**config.mk**
```make
export PLATFORM = sky130hd
export DESIGN_NAME = cmpx_mac_initiator
export DESIGN_NICKNAME = d
export VERILOG_FILES = /design/src/rtl/cmpx_mac_pkg.sv /design/src/rtl/cmpx_acc_add.sv /design/src/rtl/cmpx_mac_initiator.sv
export SDC_FILE = /design/constraint.sdc
export NUM_CORES = 1
export LEC_CHECK = 0
export ABC_AREA = 1
export CAP_MARGIN = 20
export CORE_MARGIN = 2
export CORE_UTILIZATION = 57
export CTS_CLUSTER_DIAMETER = 30
export DETAILED_ROUTE_END_ITERATION = 10
export PLACE_DENSITY_LB_ADDON = 0.05
export RECOVER_POWER = 50
export SLEW_MARGIN = 20
export SYNTH_ARGS = -nofsm -noshare
export SYNTH_HDL_FRONTEND = slang
export SYNTH_SLANG_ARGS = --single-unit
```
**constraint.sdc**
```tcl
create_clock -name clk -period 6.3 [get_ports clk]
set_clock_uncertainty 0.2 [all_clocks]
set_input_delay 1.26 -clock clk [delete_from_list [all_inputs] [get_ports clk]]
set_output_delay 1.26 -clock clk [all_outputs]
set_load 0.05 [all_outputs]
```
**src/rtl/cmpx_mac_pkg.sv**
```systemverilog
// Shared types and constants for the complex MAC initiator.
// Field positions follow the {re, im} packing used on both sides of the multiplier.
package cmpx_mac_pkg;

  localparam int ACC_W_DEF     = 12;
  localparam int N_SAMPLES_DEF = 4;

  localparam int RE_NIB_HI  = 7;
  localparam int RE_NIB_LO  = 4;
  localparam int IM_NIB_HI  = 3;
  localparam int IM_NIB_LO  = 0;

  localparam int RE_BYTE_HI = 15;
  localparam int RE_BYTE_LO = 8;
  localparam int IM_BYTE_HI = 7;
  localparam int IM_BYTE_LO = 0;

  typedef enum logic [2:0] {
    S_IDLE,
    S_ISSUE,
    S_WAIT_LO,
    S_WAIT_HI,
    S_ACCUM,
    S_DONE
  } state_t;

endpackage

```
**src/rtl/cmpx_acc_add.sv**
```systemverilog
// Signed accumulate of one sign-extended 8-bit product component.
// CMPX_MAC_SAT_EN selects sticky saturation; otherwise the sum wraps.
module cmpx_acc_add
  import cmpx_mac_pkg::*;
#(
  parameter int ACC_W = ACC_W_DEF
) (
  input  logic [ACC_W-1:0] i_acc,
  input  logic [7:0]       i_prod,
  input  logic             i_hold,
  output logic [ACC_W-1:0] o_sum,
  output logic             o_sat
);

  logic [ACC_W:0] w_ext;

  assign w_ext = {i_acc[ACC_W-1], i_acc}
               + {{(ACC_W-7){i_prod[7]}}, i_prod};

`ifdef CMPX_MAC_SAT_EN
  logic w_ovf;

  assign w_ovf = w_ext[ACC_W] ^ w_ext[ACC_W-1];

  // once clamped, the component is frozen until the frame clears it
  always_comb begin
    o_sum = w_ext[ACC_W-1:0];
    o_sat = i_hold | w_ovf;
    if (i_hold) begin
      o_sum = i_acc;
    end else if (w_ovf) begin
      o_sum = w_ext[ACC_W] ? {1'b1, {(ACC_W-1){1'b0}}}
                           : {1'b0, {(ACC_W-1){1'b1}}};
    end
  end
`else
  logic w_unused;

  assign w_unused = i_hold ^ w_ext[ACC_W];
  assign o_sum    = w_ext[ACC_W-1:0];
  assign o_sat    = 1'b0;
`endif

endmodule

```
**src/rtl/cmpx_mac_initiator.sv**
```systemverilog
// Issues complex operand pairs to the multiplier and sums N_SAMPLES products.
// Optional feature macro: CMPX_MAC_SAT_EN (saturating accumulate).
module cmpx_mac_initiator
  import cmpx_mac_pkg::*;
#(
  parameter int N_SAMPLES = N_SAMPLES_DEF,
  parameter int ACC_W     = ACC_W_DEF
) (
  input  logic             clk,
  input  logic             rst,
  input  logic             in_valid,
  output logic             in_ready,
  input  logic [7:0]       in_a,
  input  logic [7:0]       in_b,
  output logic             mul_start,
  output logic [7:0]       mul_a,
  output logic [7:0]       mul_b,
  input  logic             mul_done,
  input  logic [15:0]      mul_out,
  output logic [ACC_W-1:0] acc_re,
  output logic [ACC_W-1:0] acc_im,
  output logic             acc_valid,
  output logic             busy
);

  localparam int CNT_W = (N_SAMPLES > 1) ? $clog2(N_SAMPLES) : 1;

  state_t r_state, w_next;

  logic [7:0]       r_a, r_b;
  logic [15:0]      r_prod;
  logic [CNT_W-1:0] r_cnt;
  logic [ACC_W-1:0] r_int_re, r_int_im;
  logic [ACC_W-1:0] r_acc_re, r_acc_im;
  logic             r_sat_re, r_sat_im;

  logic [ACC_W-1:0] w_sum_re, w_sum_im;
  logic             w_sat_re, w_sat_im;
  logic             w_last;

  assign w_last = (r_cnt == CNT_W'(N_SAMPLES - 1));

  cmpx_acc_add #(.ACC_W(ACC_W)) u_add_re (
    .i_acc  (r_int_re),
    .i_prod (r_prod[RE_BYTE_HI:RE_BYTE_LO]),
    .i_hold (r_sat_re),
    .o_sum  (w_sum_re),
    .o_sat  (w_sat_re)
  );

  cmpx_acc_add #(.ACC_W(ACC_W)) u_add_im (
    .i_acc  (r_int_im),
    .i_prod (r_prod[IM_BYTE_HI:IM_BYTE_LO]),
    .i_hold (r_sat_im),
    .o_sum  (w_sum_im),
    .o_sat  (w_sat_im)
  );

  always_ff @(posedge clk or posedge rst) begin
    if (rst) begin
      r_state  <= S_IDLE;
      r_a      <= '0;
      r_b      <= '0;
      r_prod   <= '0;
      r_cnt    <= '0;
      r_int_re <= '0;
      r_int_im <= '0;
      r_acc_re <= '0;
      r_acc_im <= '0;
      r_sat_re <= 1'b0;
      r_sat_im <= 1'b0;
    end else begin
      r_state <= w_next;
      if (r_state == S_IDLE && in_valid) begin
        r_a <= {in_a[RE_NIB_HI:RE_NIB_LO], in_a[IM_NIB_HI:IM_NIB_LO]};
        r_b <= {in_b[RE_NIB_HI:RE_NIB_LO], in_b[IM_NIB_HI:IM_NIB_LO]};
      end
      if (r_state == S_WAIT_HI && mul_done) begin
        r_prod <= mul_out;
      end
      if (r_state == S_ACCUM) begin
        r_int_re <= w_sum_re;
        r_int_im <= w_sum_im;
        r_sat_re <= w_sat_re;
        r_sat_im <= w_sat_im;
        // result registers load here so they are valid during DONE
        if (w_last) begin
          r_acc_re <= w_sum_re;
          r_acc_im <= w_sum_im;
        end else begin
          r_cnt <= r_cnt + CNT_W'(1);
        end
      end
      if (r_state == S_DONE) begin
        r_int_re <= '0;
        r_int_im <= '0;
        r_sat_re <= 1'b0;
        r_sat_im <= 1'b0;
        r_cnt    <= '0;
      end
    end
  end

  always_comb begin
    w_next    = r_state;
    in_ready  = 1'b0;
    mul_start = 1'b0;
    acc_valid = 1'b0;
    unique case (r_state)
      S_IDLE: begin
        in_ready = 1'b1;
        if (in_valid) w_next = S_ISSUE;
      end
      S_ISSUE: begin
        mul_start = 1'b1;
        w_next    = S_WAIT_LO;
      end
      // a done level left over from the previous product must clear first
      S_WAIT_LO: if (!mul_done) w_next = S_WAIT_HI;
      S_WAIT_HI: if (mul_done)  w_next = S_ACCUM;
      S_ACCUM:   w_next = w_last ? S_DONE : S_IDLE;
      S_DONE: begin
        acc_valid = 1'b1;
        w_next    = S_IDLE;
      end
      default:   w_next = S_IDLE;
    endcase
  end

  assign mul_a  = r_a;
  assign mul_b  = r_b;
  assign acc_re = r_acc_re;
  assign acc_im = r_acc_im;
  assign busy   = (r_state != S_IDLE) || (r_cnt != '0);

endmodule

```
After elaboration in Yosys (flattened, before gate mapping)
Index checks and enable logic that the tools add are counted.
W data, S select, Z words.

word-level totals
  word-level logic and storage cells = 47
  bits in registers = 85
  input port bits = 36
  bits in latches = 0
  output and inout bits = 44
  memories kept = 0
  RAM bits = 0
  ROM bits = 0

cells by class
  divide/modulo/power cells = 0
  shift-type cells = 0
  equality and inequality tests = 10
  magnitude comparators = 0
  mux-type cells = 15
  $add $sub $neg = 3
  bitwise logic cells = 0
  reduce and logical (&&, ||, !) cells = 10
  $mul = 0

operators with widths
  cell                   count
  $mux W12               4
  $add A12 B8 Y12        2
  $pmux W3 S5            1
  $mux W3                4
  $eq A3 B2 Y1 const B   2
  $eq A3 B3 Y1 const B   2
  $mux W2                3
  $ne A2 B2 Y1 const B   3
  $reduce_and A2 Y1      2
  $reduce_bool A2 Y1     2
  $eq A3 B1 Y1 const B   1
  $logic_not A3 Y1       1
  $mux W1                3
  $reduce_and A3 Y1      1
  $reduce_bool A3 Y1     1
  $add A2 B1 Y2 const B  1
  $eq A2 B2 Y1 const B   1
  $logic_and A1 B1 Y1    2
  $ne A2 B1 Y1 const B   1
  $logic_or A1 B1 Y1     1

Logic depth before layout (Yosys ltp)
Gate-level depths: netlist of the first run.

  depth in word-level cells = 4
  depth in mapped cells = 10
  gate-level depth less buffers = 10

Hierarchy
Synthesis of the first run repeated with hierarchy kept, for this count alone.

second synthesis, totals
  cells, all modules = 624
  area, all modules = 4825.9 um^2

by module, submodules not included
  module              cells each  sequential area each (um^2)  area each (um^2)  instances
  cmpx_mac_initiator  382         2177.1                       3534.6            1
  cmpx_acc_add        121         0.0                          645.6             2

Worst setup path before layout of the first run
OpenSTA, ideal clock, no wires.

  path type = register -> output
  from = reg r_state[1]
  to = out mul_start
  slack = 3.295 ns
  data arrival time = 1.545 ns
  data required time = 4.840 ns
  buffers on the path = 0
  stages on the path, launching flop included = 2
  path through = dfrtp_1 -> nor3_1

between the ends
  cells in the longest elaborated chain, start to end = 2

ends and longest elaborated chain
  element                 line                       RTL
  from (decl)             cmpx_mac_initiator.sv:28   state_t r_state, w_next;
  from (signal assigned)  cmpx_mac_initiator.sv:73   r_state <= w_next;
  $eq A3 B1 Y1            cmpx_mac_initiator.sv:109  unique case (r_state)
  $mux W1                 cmpx_mac_initiator.sv:109
  to (decl)               cmpx_mac_initiator.sv:15   output logic mul_start,

No other way between the ends.

Worst setup path after layout of the first run
  from = reg r_state[1]
  to = out in_ready

between the ends
  cells in the longest elaborated chain, start to end = 2

ends and longest elaborated chain
  element           line                       RTL
  $logic_not A3 Y1  cmpx_mac_initiator.sv:109
  $mux W1           cmpx_mac_initiator.sv:109
  to (decl)         cmpx_mac_initiator.sv:12   output logic in_ready,

No other way between the ends.

==> run metrics, run 1 <==
status=complete, no violations; cell row count=32; Final Hold Fails=0; post-route ant nets=0; Hold Slack=between 0.2 and 0.3 ns; worst IR drop on VDD=0.2896 mV; synthesized area=4596 µm²; Clock transition at path regs=0.08 ns; yosys synthesis warning count=0; RSZ-0062 raised after global routing=false; CTS Sinks=85; CP max stage cell=clkdlybuf4s50_1; DIE AREA=slightly below 9000 µm²; worst slew pin tran=0.8339 ns; critical path arrival=2.11 ns; initial antenna violation count=0; Final nets=between 600 and 700; GPL Wtd Cong=0.8907; Yosys reg bits=85; share of cells above drive strength 1=0.09047; Leak=2.945 nW; synth unique cells=29; Slew HR=0.4434; Reg2Reg Setup Slack=3.71 ns; area grow syn2layout=22.60%; post-DP HPWL=approximately 7000 µm; Ports=80; Pwr per Cell Area=558.6 nW/µm²; GRT Total Usage=0.2351; wire length per cell=between 10 and 15 µm; GRT overflow=0; Min-Delay Startpoint=acc_re[8]$_DFFE_PP0P_; CP Capture Type=output pin; CTS buffer count=9; Mapped Cells=roughly 540; Final Max Slew Viols=0; CTS Hold Bufs=0; highest clock rate=280.1 MHz; Critical R2R Capture=acc_re[0]$_DFFE_PP0P_; final worst-path cycle share=0.5666; clk_lat worst skew=0.36 ns; Placed Instances=~710; worst r2r path cells=6; TNS Setup=0 ns; CTS tree=done; total power=between 3 and 4 mW; drt first pass iters=5; Final Util=0.7254; Post-CTS Setup Bufs=0; Die X=about 94 µm; worst hold path class=register to register; max_cap viols=0; Worst Path Max Fanout=6; register area share after synthesis=0.4628; Worst R2R Start=r_state[1]$_DFFE_PP0P_; critical path class=register to output pin; vias=3717; Top delay family on crit path=buffers and inverters; Hold Path Sink=acc_re[8]$_DFFE_PP0P_; Remaining DRCs=0; Finished Layout Cells=721; Final setup viols=0; DRT iter0 DRCs=135; starting density of the core=0.5917; startpoint type of the worst setup path=register; Root Driver=clkbuf_8; worst hold path depth=2; PortBufs=79; worst-path cell chain=nor2_1, nand2_2, inv_2, clkdlybuf4s50_1; post-cts sizing count=0; WP buf/inv=2; H-tree Lvls=3; n_diodes=0; worst path required time=between 4 and 5 ns; Tmin final=3.570 ns; Avg Cell Area, Syn=8.590 µm²; CTS Buffer Depth=2; Die Ht=93.79 µm; vias in the first global route=3688; first-pass GRT wire length=16640 µm; Core Region=between 7000 and 8000 µm²; Worst path max stage delay=between 0.8 and 0.9 ns; largest net degree at the start of global routing=86; Synthesized Nets=roughly 600; WL final=9628 µm; drt via density=5.155
## flip-flops by register name, indices dropped and copies added (netlist names)
signal	cells
acc_re	12
mul_a	8
r_prod	16
mul_b	8
r_cnt	2
r_int_re	12
r_int_im	12
r_state	3
acc_im	12
## metal layers
metal | GRT usage | up-vias | wire length (µm)
met5 | 0 | - | 0
met2 | 0.4012 | 64 | 4920
met3 | 0.04896 | 11 | 427
met4 | 0.06763 | 0 | 130
li1 | - | 1869 | -
met1 | 0.3029 | 1773 | 4150
## power breakdown
part           leakage (nW)  internal (mW)  switching, mW
logic                  1.77          0.694           1.16
registers              1.09          0.769          0.150
clock network        0.0882          0.179          0.193
total                  2.95           1.64           1.50
## worst min-delay path: stages (launching register included)
cell	delay, ns
dfrtp_1	0.35
nand2_1	0.06
nand2_1	0.05
## stage by stage
stage | cell area, µm² | setup WS [ns]
2_1_floorplan | 4596 | 2.647
3_3_place_gp | 5461 | 3.275
3_5_place_dp | 5461 | 3.220
4_1_cts | 5640 | 2.829
5_1_grt | 5634 | 2.630
6_report | 5634 | 2.730
## cells in the mapped netlist, drive strengths merged
cell type    n  share of area
nand3b       2         0.0033
or2          5         0.0068
nor2        25          0.024
inv         60          0.049
o211ai       1         0.0027
mux2        32          0.087
xor2         8          0.015
nand4        6         0.0082
buf          9          0.013
clkbuf       1        0.00082
xnor2        2         0.0038
ha          24          0.065
fa           2         0.0087
dfrtp       85           0.46
a21oi       10          0.011
o21ai       25          0.027
nand2      190           0.16
nor3         1         0.0011
nand3       47          0.051
## how the worst max path moves through the flow
stage,cells past startpoint,from,endpoint
after floorplan,1,rst,acc_im[0]$_DFFE_PP0P_
after global placement,4,r_state[1]$_DFFE_PP0P_,in_ready
after detailed placement,4,r_state[1]$_DFFE_PP0P_,in_ready
after CTS,4,r_state[1]$_DFFE_PP0P_,in_ready
after global routing,4,r_state[1]$_DFFE_PP0P_,in_ready
final,4,r_state[1]$_DFFE_PP0P_,in_ready
## cell type report
cell class                      instances  area (µm²)
Fill cell                             635        2133
Clock inverter                          4       51.30
Timing Repair Buffer                   80       802.0
Sequential cell                        85        2127
Multi-Input combinational cell        380        2172
Inverter                               60       226.5
Tap cell                              102       127.6
Clock buffer                           10       127.6
## placed cells by master, fill, tap and decap left out, types with 2 or more instances in the layout
cell type | Yosys | routed
a21oi_1 | 10 | 10
clkbuf_8 | 0 | 9
clkdlybuf4s50_1 | 0 | 78
dfrtp_1 | 85 | 85
fa_1 | 2 | 2
ha_1 | 24 | 24
inv_1 | 58 | 57
inv_2 | 2 | 2
mux2_1 | 3 | 3
mux2_2 | 19 | 19
mux2_4 | 10 | 10
nand2_1 | 186 | 187
nand2_4 | 2 | 2
nand3_1 | 47 | 47
nand3b_1 | 2 | 2
nand4_1 | 6 | 6
nor2_1 | 22 | 23
o21ai_0 | 24 | 24
or2_2 | 4 | 4
xnor2_1 | 2 | 2
xor2_1 | 8 | 8
## cell families (layout without fill, tap and decap cells)
family | after synthesis | count (layout) | share of synthesized area
adders and majority gates | 26 | 26 | 0.07405
xor gates and xnor gates | 10 | 10 | 0.01906
and+or+nand+nor | 276 | 276 | 0.2543
AOI/OAI and AO/OA | 36 | 36 | 0.04084
DFF | 85 | 85 | 0.4628
buffers and inverters | 70 | 154 | 0.06235
muxes | 32 | 32 | 0.08658
No activity file was read; power rests on OpenSTA's default activity.
==> run 2: changes to the inputs <==
CORE_UTILIZATION = 53   (was 57)
clock period = 3.5 ns   (was 6.3 ns; I/O delays follow)
==> run metrics, run 2 (synthesized netlist as in run 1, its figures left out) <==
post-cts sizing count=0 (unchanged); Root Driver=clkbuf_8; Critical R2R Capture=acc_im[4]$_DFFE_PP0P_; wire length per cell=13.68 µm (+2.5%); Tmin final=3.008 ns; largest net degree at the start of global routing=40 (-53%); Die X=97.12 µm (+3.6%); initial antenna violation count=0 (unchanged); worst path required time=2.60 ns (-2.24 ns); share of cells above drive strength 1=0.08507 (-0.005396); CP Capture Type=output pin; CTS Hold Bufs=0 (unchanged); GRT overflow=0 (unchanged); area grow syn2layout=22.19%; drt via density=5.181 (+0.50%); Leak=2.917 nW (-0.95%); Worst path max stage delay=0.81 ns (about the same); crit path to=in_ready; Final nets=680 (+0.29%); H-tree Lvls=3 (unchanged); Final Max Slew Viols=40 (+40); commonest non-fill, non-tap cell in the layout=nand2_1; Reg2Reg Setup Slack=0.85 ns (-2.86 ns); Top reg by flops=r_prod; drt first pass iters=4 (-1); worst IR drop on VDD=0.5168 mV (+78%); DRT iter0 DRCs=104 (-23%); vias=3772 (+1.5%); Remaining DRCs=0 (unchanged); CTS tree=done; first-pass GRT wire length=17160 µm (+3.2%); vias in the first global route=3840 (+4.1%); Core Region=8299 µm² (+6.8%); CTS Sinks=85 (unchanged); Pwr per Cell Area=1002 nW/µm² (+79%); post-DP HPWL=7438 µm (+6.5%); highest clock rate=332.4 MHz; max FFs per register=16 (unchanged); PortBufs=79 (unchanged); DIE AREA=9432 µm² (+7.2%); Critical Path Source=r_state[1]$_DFFE_PP0P_; Worst R2R Start=r_state[1]$_DFFE_PP0P_; worst slew pin tran=1.700 ns (+0.8659 ns); CTS buffer count=9 (unchanged); RSZ-0062 raised after global routing=false; Placed Instances=712 (+0.71%); GPL Wtd Cong=0.8999 (+1.0%); critical path arrival=2.11 ns (about the same); status=finished, violations left; CTS Buffer Depth=2 (unchanged); Finished Layout Cells=728 (+0.97%); final worst-path cycle share=0.8595; worst hold path class=register to register; Post-CTS Setup Bufs=0 (unchanged); Final setup viols=0 (unchanged); violated checks=capacitance limit, slew limit; GRT Total Usage=0.2209 (-0.01424); clk_lat worst skew=0.36 ns (about the same); WL final=9960 µm (+3.4%); Die Ht=97.12 µm (+3.6%); Slew HR=-0.1394 (-0.5829); met3 routed WL=299 µm (-30%); startpoint type of the worst setup path=register; n_diodes=0 (unchanged); starting density of the core=0.5537 (-0.03791); most frequent cells in the layout=nand2_1, dfrtp_1, clkdlybuf4s50_1; Worst Path Max Fanout=6 (unchanged); post-route ant nets=0 (unchanged); M1 wire length=4401 µm (+6.0%); worst r2r path cells=6 (unchanged); met2 WL=5129 µm (+4.2%); cell row count=33 (+3.1%); top sig layer=met4; max_cap viols=1 (+1); CP max stage cell=clkdlybuf4s50_1; critical path class=register to output pin; Final Hold Fails=0 (unchanged); Clock transition at path regs=0.09 ns (about the same); TNS Setup=0 ns (unchanged); worst-path cell chain=nor2_1, nand2_2, inv_1, clkdlybuf4s50_1; Ports=80 (unchanged)
==> run 2: cell types whose count changed in the layout (fill, tap and decap cells not counted), moves of 2 or more <==
| cell | change |
|---|---|
| dlygate4sd3_1 | +2 |
| clkbuf_2 | +2 |
| mux2_4 | -4 |
| nand2_4 | -2 |
| clkdlybuf4s50_1 | -2 |
| mux2_1 | +4 |
| nand2_1 | +2 |
| inv_6 | +2 |
==> run 2: metrics by stage <==
step,total power [mW],setup slack [ns],util,instance area [µm²],hold slack (ns)
finish,5.629,0.4919,0.6766,5615,0.2862
global placement,4.962,1.036,0.6603,5480,0.2668
CTS,5.714,0.5923,0.6825,5664,0.2886
detailed placement,5.038,0.9899,0.6603,5480,0.2644
global route,6.089,0.4103,0.6766,5615,0.3137
floorplan,4.164,0.4065,-,4596,0.2529
==> run 2: cell type report <==
| type | count | area, µm² |
|---|---|---|
| Sequential cell | 85 | 2127 |
| Multi-Input combinational cell | 380 | 2142 |
| Inverter | 60 | 226.5 |
| Clock inverter | 6 | 46.29 |
| Tap cell | 105 | 131.4 |
| Timing Repair Buffer | 82 | 804.5 |
| Fill cell | 702 | 2684 |
| Clock buffer | 10 | 137.6 |
==> run 2: layer usage <==
layer	global-route usage	vias up
li1	-	1875
met1	0.2781	1827
met2	0.3851	61
met3	0.03597	9
met4	0.07909	0
met5	0	-
==> run 2: worst min path at each step <==
stage	startpoint	endpoint	slack [ns]	cells past startpoint
2_1_floorplan	r_int_im[7]$_DFFE_PP0P_	r_int_im[7]$_DFFE_PP0P_	0.25	2
3_3_place_gp	r_int_re[5]$_DFFE_PP0P_	r_int_re[5]$_DFFE_PP0P_	0.27	2
3_5_place_dp	acc_re[7]$_DFFE_PP0P_	acc_re[7]$_DFFE_PP0P_	0.26	2
4_1_cts	acc_re[7]$_DFFE_PP0P_	acc_re[7]$_DFFE_PP0P_	0.29	2
5_1_grt	acc_im[7]$_DFFE_PP0P_	acc_im[7]$_DFFE_PP0P_	0.31	2
6_report	acc_re[7]$_DFFE_PP0P_	acc_re[7]$_DFFE_PP0P_	0.29	2
==> run 2: critical path: cells and delay by family, from the launching register on <==
| family | cells | cell delay, ns |
|---|---|---|
| buffers and inverters | 2 | 0.92 |
| AND/OR/NAND/NOR | 2 | 0.39 |
| flip-flops | 1 | 0.45 |
==> run 2: report_power, final <==
| part | total (mW) | switching [mW] | internal [mW] |
|---|---|---|---|
| logic | 3.31 | 2.09 | 1.23 |
| clock network | 0.661 | 0.378 | 0.282 |
| registers | 1.65 | 0.270 | 1.38 |
| total | 5.63 | 2.74 | 2.89 |
==> run 3: changes to the inputs <==
CORE_UTILIZATION = 57   (was 53)
clock period = 3.9 ns   (was 3.5 ns; I/O delays follow)
==> run metrics, run 3 (synthesized netlist as in run 1, its figures left out) <==
post-DP HPWL=7387 µm (-0.68%); vias in the first global route=3696 (-3.8%); Clk pwr share=0.117 (about the same); FF+latch area=2127 µm² (unchanged); CP Capture Type=output pin; vias=3759 (-0.34%); worst slew pin tran=0.9287 ns (-0.7711 ns); Slew HR=0.3809 (+0.5203); status=complete, no violations; total power=5.094 mW (-9.5%); Post-CTS Setup Bufs=0 (unchanged); Pwr per Cell Area=905.0 nW/µm² (-9.7%); Logic pwr share=0.592 (+0.003); max FFs per register=16 (unchanged); Die X=93.79 µm (-3.4%); commonest non-fill, non-tap cell in the layout=nand2_1; CTS tree=done; switching part of the total=0.4796 (-0.006402); most frequent cells in the layout=nand2_1, dfrtp_1, clkdlybuf4s50_1; clk_lat worst skew=0.35 ns (about the same); critical path class=register to output pin; area grow syn2layout=22.49%; Root Driver=clkbuf_8; post-placement cell area=5469 µm² (-0.21%); Clock transition at path regs=0.08 ns (about the same); post-route cell area=5629 µm² (+0.25%); CTS Sinks=85 (unchanged); final worst-path cycle share=0.7942; Net Switching=2.443 mW (-11%); Ports=80 (unchanged); Core Region=7767 µm² (-6.4%); dpl ws=1.314 ns (+0.3236 ns); Final Hold Fails=0 (unchanged); CTS Hold Bufs=0 (unchanged); GPL Wtd Cong=0.9053 (+0.60%); setup ws final=0.8027 ns (+0.3107 ns); Tmin final=3.097 ns; area of the multi-input gates=2148 µm² (+0.29%); RSZ-0062 raised after global routing=false; GRT Total Usage=0.2393 (+0.01843); drt first pass iters=4 (unchanged); Worst Path Max Fanout=6 (unchanged); Critical Path Source=r_state[1]$_DFFE_PP0P_; Leak=2.926 nW (+0.29%); Reg2Reg Setup Slack=1.22 ns (+0.37 ns); largest net degree at the start of global routing=57 (+43%); DRT iter0 DRCs=142 (+37%); PortBufs=79 (unchanged); Worst R2R Start=r_state[1]$_DFFE_PP0P_; Final nets=680 (unchanged); Internal=2.651 mW (-8.4%); worst hold path class=register to register; worst r2r path cells=5 (-1); cell row count=32 (-3.0%); starting density of the core=0.5917 (+0.03791); sequential share of power=0.292 (-0.002); wire length per cell=13.66 µm (-0.13%); Top reg by flops=r_prod; Remaining DRCs=0 (unchanged); Final Max Slew Viols=0 (-100%); startpoint type of the worst setup path=register; critical path arrival=2.12 ns (about the same); WL final=9892 µm (-0.68%); share of cells above drive strength 1=0.08199 (-0.003079); max_cap viols=0 (-1); initial antenna violation count=0 (unchanged); Critical R2R Capture=acc_re[3]$_DFFE_PP0P_; worst path required time=2.92 ns (+0.32 ns); CTS Buffer Depth=2 (unchanged); DIE AREA=8797 µm² (-6.7%); drt via density=5.192 (+0.21%); n_diodes=0 (unchanged); Final setup viols=0 (unchanged); highest clock rate=322.9 MHz; TNS Setup=0 ns (unchanged); Filler cells=636 (-9.4%); H-tree Lvls=3 (unchanged); post-cts sizing count=0 (unchanged); worst IR drop on VDD=0.4708 mV (-8.9%); Die Ht=93.79 µm (-3.4%); CTS buffer count=9 (unchanged); post-route ant nets=0 (unchanged); crit path to=in_ready; Final Util=0.7247 (+0.04809); GRT overflow=0 (unchanged); first-pass GRT wire length=16680 µm (-2.8%)
-- run 3: worst min-delay path by stage --
stage          cells past startpoint               startpoint                 endpoint  slack [ns]
6_report                           2    acc_re[7]$_DFFE_PP0P_    acc_re[7]$_DFFE_PP0P_        0.28
5_1_grt                            2    acc_im[7]$_DFFE_PP0P_    acc_im[7]$_DFFE_PP0P_        0.31
4_1_cts                            2    acc_re[7]$_DFFE_PP0P_    acc_re[7]$_DFFE_PP0P_        0.29
3_5_place_dp                       2    acc_re[7]$_DFFE_PP0P_    acc_re[7]$_DFFE_PP0P_        0.27
3_3_place_gp                       2   acc_re[11]$_DFFE_PP0P_   acc_re[11]$_DFFE_PP0P_        0.27
2_1_floorplan                      2  r_int_im[7]$_DFFE_PP0P_  r_int_im[7]$_DFFE_PP0P_        0.25
-- run 3: layout make-up --
class	instances	area share
Timing Repair Buffer	82	0.1454
Clock inverter	4	0.008891
Sequential cell	85	0.3779
Inverter	60	0.04023
Multi-Input combinational cell	380	0.3816
Clock buffer	11	0.02334
Tap cell	102	0.02267
-- run 3: metal layers --
metal  up-vias  global-route usage  share of wire
li1       1872                   -              -
met1      1811              0.2939           0.43
met2        65              0.4256           0.51
met3        11             0.04334          0.037
met4         0             0.07609          0.013
met5         -                   0              0
-- run 3: metrics by stage --
step           hold slack (ns)  instances
2_1_floorplan           0.2529        535
3_3_place_gp            0.2664        708
3_5_place_dp            0.2651        708
4_1_cts                 0.2871        723
5_1_grt                 0.3141        724
6_report                0.2829        724
-- run 3: power by group through the flow --
stage	Sequential (mW)	Clock [mW]	Combinational [mW]
final	1.49	0.596	3.01
after global routing	1.53	0.646	3.33
after CTS	1.49	0.609	3.04
after detailed placement	1.51	0	3.02
after global placement	1.49	0	2.95
after floorplan	1.98	0	1.75
-- run 3: worst max-delay path: stages (launching register included) --
cell and delay (ns):
dfrtp_1 0.44, nor2_1 0.30, nand2_2 0.09, inv_1 0.13, clkdlybuf4s50_1 0.82
